$ cat config.mk
export PLATFORM = sky130hd
export DESIGN_NAME = clk_enable_divider
export DESIGN_NICKNAME = d
export VERILOG_FILES = /design/src/rtl/clk_enable_divider.sv
export SDC_FILE = /design/constraint.sdc
export NUM_CORES = 1
export LEC_CHECK = 0
export BUFFER_PORTS_ARGS = -buffer_cell sky130_fd_sc_hd__buf_2
export CORE_MARGIN = 3
export CORE_UTILIZATION = 60
export DETAILED_ROUTE_END_ITERATION = 16
export GPL_ROUTABILITY_DRIVEN = 0
export PLACE_DENSITY_LB_ADDON = 0.1
export SYNTH_ARGS = -nofsm -noshare
export SYNTH_HDL_FRONTEND = slang
export SYNTH_SLANG_ARGS = --single-unit
export TNS_END_PERCENT = 1
$ cat constraint.sdc
create_clock -name i_clk50 -period 7 [get_ports i_clk50]
set_input_delay 1.05 -clock i_clk50 [delete_from_list [all_inputs] [get_ports i_clk50]]
set_output_delay 1.05 -clock i_clk50 [all_outputs]
set_load 0.02 [all_outputs]
$ cat src/rtl/clk_enable_divider.sv
// clk_enable_divider
// Multi-channel clock-enable generator for the 50 MHz system clock domain.
// Each channel divides the system clock by a run-time divisor and produces
// a one-cycle enable strobe (o_ce) and a registered square wave (o_clk_sq)
// with the same period. o_lock reports that the divisors are latched and the
// channel outputs have been running undisturbed for LOCK_CYCLES cycles.
//
// Channel rule, with E = max(D, 1):
//   cnt      <= (cnt == E-1) ? 0 : cnt + 1
//   o_ce     <= (cnt == E-1)
//   o_clk_sq <= (cnt < E/2)
// Reset and i_div_load both latch i_div and clear every counter and output.
// If both are asserted together, reset wins, which gives the same result.
// o_ce / o_clk_sq are deliberately not gated by o_lock; consumers qualify
// them with o_lock themselves.
module clk_enable_divider #(
  parameter int NUM_CH      = 2,
  parameter int CNT_W       = 16,
  parameter int LOCK_CYCLES = 16,
  parameter int DEBUG       = 0
) (
  input  logic                    i_clk50,
  input  logic                    i_reset,
  input  logic [NUM_CH*CNT_W-1:0] i_div,
  input  logic                    i_div_load,
  output logic [NUM_CH-1:0]       o_ce,
  output logic [NUM_CH-1:0]       o_clk_sq,
  output logic                    o_lock
);

  // Lock counter is wide enough to hold LOCK_CYCLES; the DEBUG build only
  // needs to count to 1, which always fits.
  localparam int LK_W = (LOCK_CYCLES < 1) ? 1 : $clog2(LOCK_CYCLES + 1);
  localparam logic [LK_W-1:0] LOCK_TH = (DEBUG != 0) ? LK_W'(1) : LK_W'(LOCK_CYCLES);

  // Per-channel state
  logic [NUM_CH-1:0][CNT_W-1:0] div_q, div_d;
  logic [NUM_CH-1:0][CNT_W-1:0] cnt_q, cnt_d;
  logic [NUM_CH-1:0]            ce_q, ce_d;
  logic [NUM_CH-1:0]            sq_q, sq_d;

  // Per-channel decoded terms of the latched divisor
  logic [NUM_CH-1:0][CNT_W-1:0] eff_w;
  logic [NUM_CH-1:0][CNT_W-1:0] last_w;
  logic [NUM_CH-1:0][CNT_W-1:0] half_w;

  // Lock tracking
  logic [LK_W-1:0] lock_cnt_q, lock_cnt_d;
  logic            lock_q, lock_d;

  // Reset or load: both restart every channel from a clean period.
  logic clear;
  assign clear = i_reset | i_div_load;

  // Effective divisor (0 behaves as 1), terminal count and high-phase length.
  always_comb begin
    eff_w  = '0;
    last_w = '0;
    half_w = '0;
    for (int n = 0; n < NUM_CH; n++) begin
      eff_w[n]  = (div_q[n] == '0) ? CNT_W'(1) : div_q[n];
      last_w[n] = eff_w[n] - CNT_W'(1);
      half_w[n] = eff_w[n] >> 1;
    end
  end

  // Channel next state: wrap at E-1, strobe on the terminal count, high
  // phase while the count is below E/2. A load aborts the current period.
  always_comb begin
    div_d = div_q;
    cnt_d = cnt_q;
    ce_d  = '0;
    sq_d  = '0;
    for (int n = 0; n < NUM_CH; n++) begin
      if (clear) begin
        div_d[n] = i_div[n*CNT_W +: CNT_W];
        cnt_d[n] = '0;
        ce_d[n]  = 1'b0;
        sq_d[n]  = 1'b0;
      end else begin
        cnt_d[n] = (cnt_q[n] == last_w[n]) ? '0 : cnt_q[n] + CNT_W'(1);
        ce_d[n]  = (cnt_q[n] == last_w[n]);
        sq_d[n]  = (cnt_q[n] < half_w[n]);
      end
    end
  end

  // Lock next state: count up to the threshold and hold; flag once reached.
  always_comb begin
    lock_cnt_d = lock_cnt_q;
    lock_d     = 1'b0;
    if (clear) begin
      lock_cnt_d = '0;
      lock_d     = 1'b0;
    end else begin
      if (lock_cnt_q != LOCK_TH) begin
        lock_cnt_d = lock_cnt_q + LK_W'(1);
      end
      lock_d = (lock_cnt_q == LOCK_TH);
    end
  end

  // State registers; reset clears everything and captures the divisors.
  always_ff @(posedge i_clk50) begin
    if (i_reset) begin
      div_q      <= i_div;
      cnt_q      <= '0;
      ce_q       <= '0;
      sq_q       <= '0;
      lock_cnt_q <= '0;
      lock_q     <= 1'b0;
    end else begin
      div_q      <= div_d;
      cnt_q      <= cnt_d;
      ce_q       <= ce_d;
      sq_q       <= sq_d;
      lock_cnt_q <= lock_cnt_d;
      lock_q     <= lock_d;
    end
  end

  assign o_ce     = ce_q;
  assign o_clk_sq = sq_q;
  assign o_lock   = lock_q;

endmodule

## After elaboration in Yosys (flattened, before gate mapping)

Cells that the tools add are included.
Widths: inputs -> output; s select.

- Register bits after elaboration: 74
- Bits of input ports: 35
- Output and inout bits: 5
- Word-level logic and storage cells: 31

- Add/subtract/negate cells: 5
- Order comparisons: 2
- Equal/unequal tests: 4
- Mux-type cells: 5
- Bitwise logic cells: 1
- Reductions and logical operators: 6

Operator list:

| cell | number |
|---|---|
| $mux 16 | 4 |
| $add 16x1->16 const B | 2 |
| $eq 16x16->1 | 2 |
| $logic_not 16->1 | 2 |
| $lt 16x15->1 | 2 |
| $mux 32 | 1 |
| $sub 16x1->16 const B | 2 |
| $reduce_or 3->1 | 2 |
| $add 5x1->5 const B | 1 |
| $eq 5x5->1 const B | 1 |
| $ne 5x5->1 const B | 1 |
| $reduce_bool 2->1 | 1 |
| $reduce_or 2->1 | 1 |
| $or 1x1->1 | 1 |

## Depth between registers and ports, before layout

- Depth after elaboration: 5
- Mapped depth: 13
- Mapped depth without buffers: 12

## Worst setup path before layout

Ideal clock, no wire load.

- Path kind: flip-flop to flip-flop
- From: reg div_q[2] (netlist bit)
- To: reg cnt_q[10] (netlist bit)
- Setup time: 0.115 ns
- Arrival: 3.362 ns
- Data required time: 6.885 ns
- Path slack: 3.523 ns
- Stages on the path, launching flop included: 13
- Buffers on the path: 1
- Period minus slack after synthesis: 3.477 ns
- Cell sequence: edfxtp_1 -> or4_4 -> or3_4 -> o21bai_1 -> inv_1 -> ha_1 -> or3_1 -> a31oi_1 -> nand4_1 -> or4_4 -> o31ai_4 -> buf_6 -> nor2_1

- Longest elaborated chain between the ends: 5

RTL lines:

| element | RTL line | RTL |
|---|---|---|
| from (decl) | 37 | `logic [NUM_CH-1:0][CNT_W-1:0] div_q, div_d;` |
| from (signal assigned) | 106 | `div_q <= i_div;` |
| from (signal assigned) | 113 | `div_q <= div_d;` |
| $logic_not 16->1 | 61 | `eff_w[n] = (div_q[n] == '0) ? CNT_W'(1) : div_q[n];` |
| $mux 16 * | 61 |  |
| $sub 16x1->16 * | 62 | `last_w[n] = eff_w[n] - CNT_W'(1);` |
| $eq 16x16->1 * | 81 | `cnt_d[n] = (cnt_q[n] == last_w[n]) ? '0 : cnt_q[n] + CNT_W'(1);` |
| $reduce_or 3->1 (no source line) * | -- |  |
| to (signal assigned) | 114 | `cnt_q <= cnt_d;` |
| to (decl) | 38 | `logic [NUM_CH-1:0][CNT_W-1:0] cnt_q, cnt_d;` |

Every way passes the cells marked *; elsewhere a longest branch is shown, timed or not.
A chain may end at the register's enable or synchronous reset.

## Final worst setup path

- From: reg div_q[26] (netlist bit)
- To: reg cnt_q[22] (netlist bit)

The elaborated chain is that of the path after synthesis.

==> impl_metrics.py <==
metrics = {
    "clock_network": {
        "path_clk_slew_ns": 0.08,
        "cts_resized": 0,
        "clockBufferDepth": 2,
        "clk_latency_ns": 0.36,
        "clkSinkCount": 74,
        "cts-hold-fix-buffers": 0,
        "numCtsBuffers": 9,
        "cts_root_buf": "clkbuf_8",
        "htree_levels": 3,
        "post_cts_buffers": 0,
        "cts_tree": "built",
    },
    "route": {
        "route.detailed.drc": 0,
        "routedWlPerCell_um": 15.5,
        "routed_wl_mm": 9.38,
        "drt_iter0_markers": 195,
        "ant_nets": 0,
        "via_per_inst": 5.60,
        "firstDrtPassIters": 4,
        "vias": 3378,
    },
    "yosys": {
        "synth_cell_types": 52,
        "ys_seq_elements": 74,
        "postSynth.asyncResetShare": 0,
        "ys.flop_type": "dfxtp_1",
        "synthCells": 457,
        "synthTopCellsByCount": "56 x nor2_1, 44 x xnor2_1, 42 x dfxtp_1, 41 x inv_1, 34 x ha_1",
        "synth_top_area_share": 0.220,
        "synth_warnings": 0,
        "synth_largest_area_cell": "edfxtp_1",
        "netlist_area_um2": 4380,
        "synth-edff-count": 32,
        "ys_seq_area_frac": 0.412,
        "netlist_top_cells_area": "edfxtp_1 22%, dfxtp_1 19%, ha_1 9.7%",
        "synth_nets": 526,
        "synth_most_common_cell": "nor2_1",
        "avgSynthCellArea_um2": 9.58,
    },
    "timing": {
        "tightest_slew_ns": 0.879,
        "timing.fmax_mhz": 247,
        "setup_tns_ns": 0,
        "setup_slack_ns": 2.95,
        "fin_crit_sh": 0.579,
        "report.final.slew_viol_count": 0,
        "period_needed_ns": 4.05,
        "slew_headroom": 0.409,
        "setup_violations": 0,
        "hold_viol": 0,
        "rsz0062_at_grt": "no",
        "final.setup_skew_ns": 0.00585,
    },
    "layout": {
        "final-seq-area_um2": 1800,
        "antenna_cells": 0,
        "n_fill_cell": 553,
        "fin_cells": 603,
        "drive_above_1_share": 0.132,
        "area_growth_pct": 11.6,
        "multiInputGateArea_um2": 2390,
        "layout.nets": 571,
    },
    "global_routing": {
        "grt_max_degree": 43,
        "grt_pass1_wl_mm": 15.9,
        "antenna_found_initial": 0,
        "first_global_vias": 3338,
        "grt_use_total": 0.240,
        "overflow": 0,
    },
    "status": {
        "outcome": "completed",
    },
    "critical_path": {
        "crit_type": "reg2reg",
        "crit_path_max_fanout": 15,
        "worstPathArrival_ns": 4.28,
        "worstSetupEndpointType": "flip-flop",
        "startpoint_type": "flip-flop",
        "regToRegSetupSlack_ns": 2.95,
        "max_stage_delay_ns": 0.80,
        "crit_path_top_delay_cell": "nor4_1",
        "crit_required_ns": 7.23,
        "crit_chain": "nor4_1 -> and3_1 -> a21oi_1 -> ha_1 -> nor3b_1 -> xnor2_1 -> nor3_1 -> nand4_1 -> or4_1 -> o31ai_4 -> nor2_1",
    },
    "die": {
        "start_util": 0.630,
        "dieHeight_um": 91.4,
        "dieArea_um2": 8350,
        "core_um2": 6940,
        "pin_count": 40,
        "die_w_um": 91.4,
        "rows": 30,
    },
    "power": {
        "power.density_nw_per_um2": 200,
        "vdd_drop_max_mv": 0.131,
        "power.leakage_nw": 1.97,
        "total_power_mw": 0.978,
    },
    "placement": {
        "post-place-ws_ns": 3.00,
        "dpl.cell_count": 587,
        "io_buffers": 39,
        "dpl.hpwl_mm": 6.93,
    },
    "job": {
        "maxCapViolCount": 0,
    },
    "hold_path": {
        "hp-class": "reg2reg",
    },
}
## sequential cells by signal (all words and copies together) (netlist names)
signal / count
o_lock: 1
lock_cnt_q: 5
o_clk_sq: 2
div_q: 32
cnt_q: 32
o_ce: 2
## area by class of cell
class,instances,area share
multi-input combinational,336,0.489
clock inverter,6,0.0184
inverter,41,0.0315
timing repair buffer,40,0.0415
tap,96,0.0246
sequential,74,0.369
clock buffer,10,0.0261
## logic make-up (layout without fill, tap and decap cells)
logic type	count (synthesis)	after routing	share of synthesized area
simple gates	167	167	0.197
flops	74	74	0.412
xor+xnor	71	71	0.142
compound gates	60	60	0.100
buf+inv	47	97	0.0429
fa+ha+maj	34	34	0.0972
mux	4	4	0.00915
## power breakdown
group	switching [mW]	internal [mW]
logic	0.0600	0.0490
clock network	0.165	0.202
registers	0.0295	0.473
## critical path, delay by kind of cell, from the launching register on
kind | cells | cell delay [ns]
compound gates | 2 | 0.66
xor+xnor | 1 | 0.13
fa+ha+maj | 1 | 0.31
flops | 1 | 0.48
simple gates | 7 | 2.35
## path summary, 6_finish.rpt
kind | from | endpoint | cells past startpoint
setup / recovery | div_q[26] | cnt_q[22] | 11
hold / removal | lock_cnt_q[4] | o_lock | 2
setup reg to reg | div_q[26] | cnt_q[22] | 11
hold reg to reg | lock_cnt_q[4] | o_lock | 2
## through the flow
step | cell area, µm² | hold slack (ns) | util
floorplan | 4380 | 0.451 | -
global placement | 4670 | 0.480 | 0.672
detailed placement | 4670 | 0.472 | 0.672
CTS | 4880 | 0.491 | 0.703
global route | 4880 | 0.520 | 0.703
finish | 4880 | 0.484 | 0.703
## metal layers
metal | up-vias | global-route usage | wire [µm]
met5 | - | 0 | 0
met1 | 1558 | 0.334 | 4520
met4 | 0 | 0.0741 | 108
met3 | 10 | 0.0572 | 597
li1 | 1711 | - | -
met2 | 99 | 0.367 | 4150
## layout by cell type, fill, tap and decap left out, types with 3 or more instances in the layout
| cell | n |
|---|---|
| a2111oi_0 | 4 |
| a21o_1 | 6 |
| a21oi_1 | 12 |
| a31oi_1 | 4 |
| and3_1 | 9 |
| buf_2 | 39 |
| clkbuf_8 | 9 |
| dfxtp_1 | 42 |
| edfxtp_1 | 32 |
| ha_1 | 34 |
| inv_1 | 41 |
| mux2i_1 | 4 |
| nand2_1 | 17 |
| nand2b_1 | 3 |
| nand3_1 | 25 |
| nand4_1 | 14 |
| nor2_1 | 56 |
| nor2b_1 | 3 |
| nor3_1 | 12 |
| nor4_1 | 11 |
| o21ai_0 | 14 |
| o31ai_4 | 3 |
| or4_4 | 3 |
| xnor2_1 | 44 |
| xor2_1 | 27 |
No activity file was read; power rests on OpenSTA's default activity.
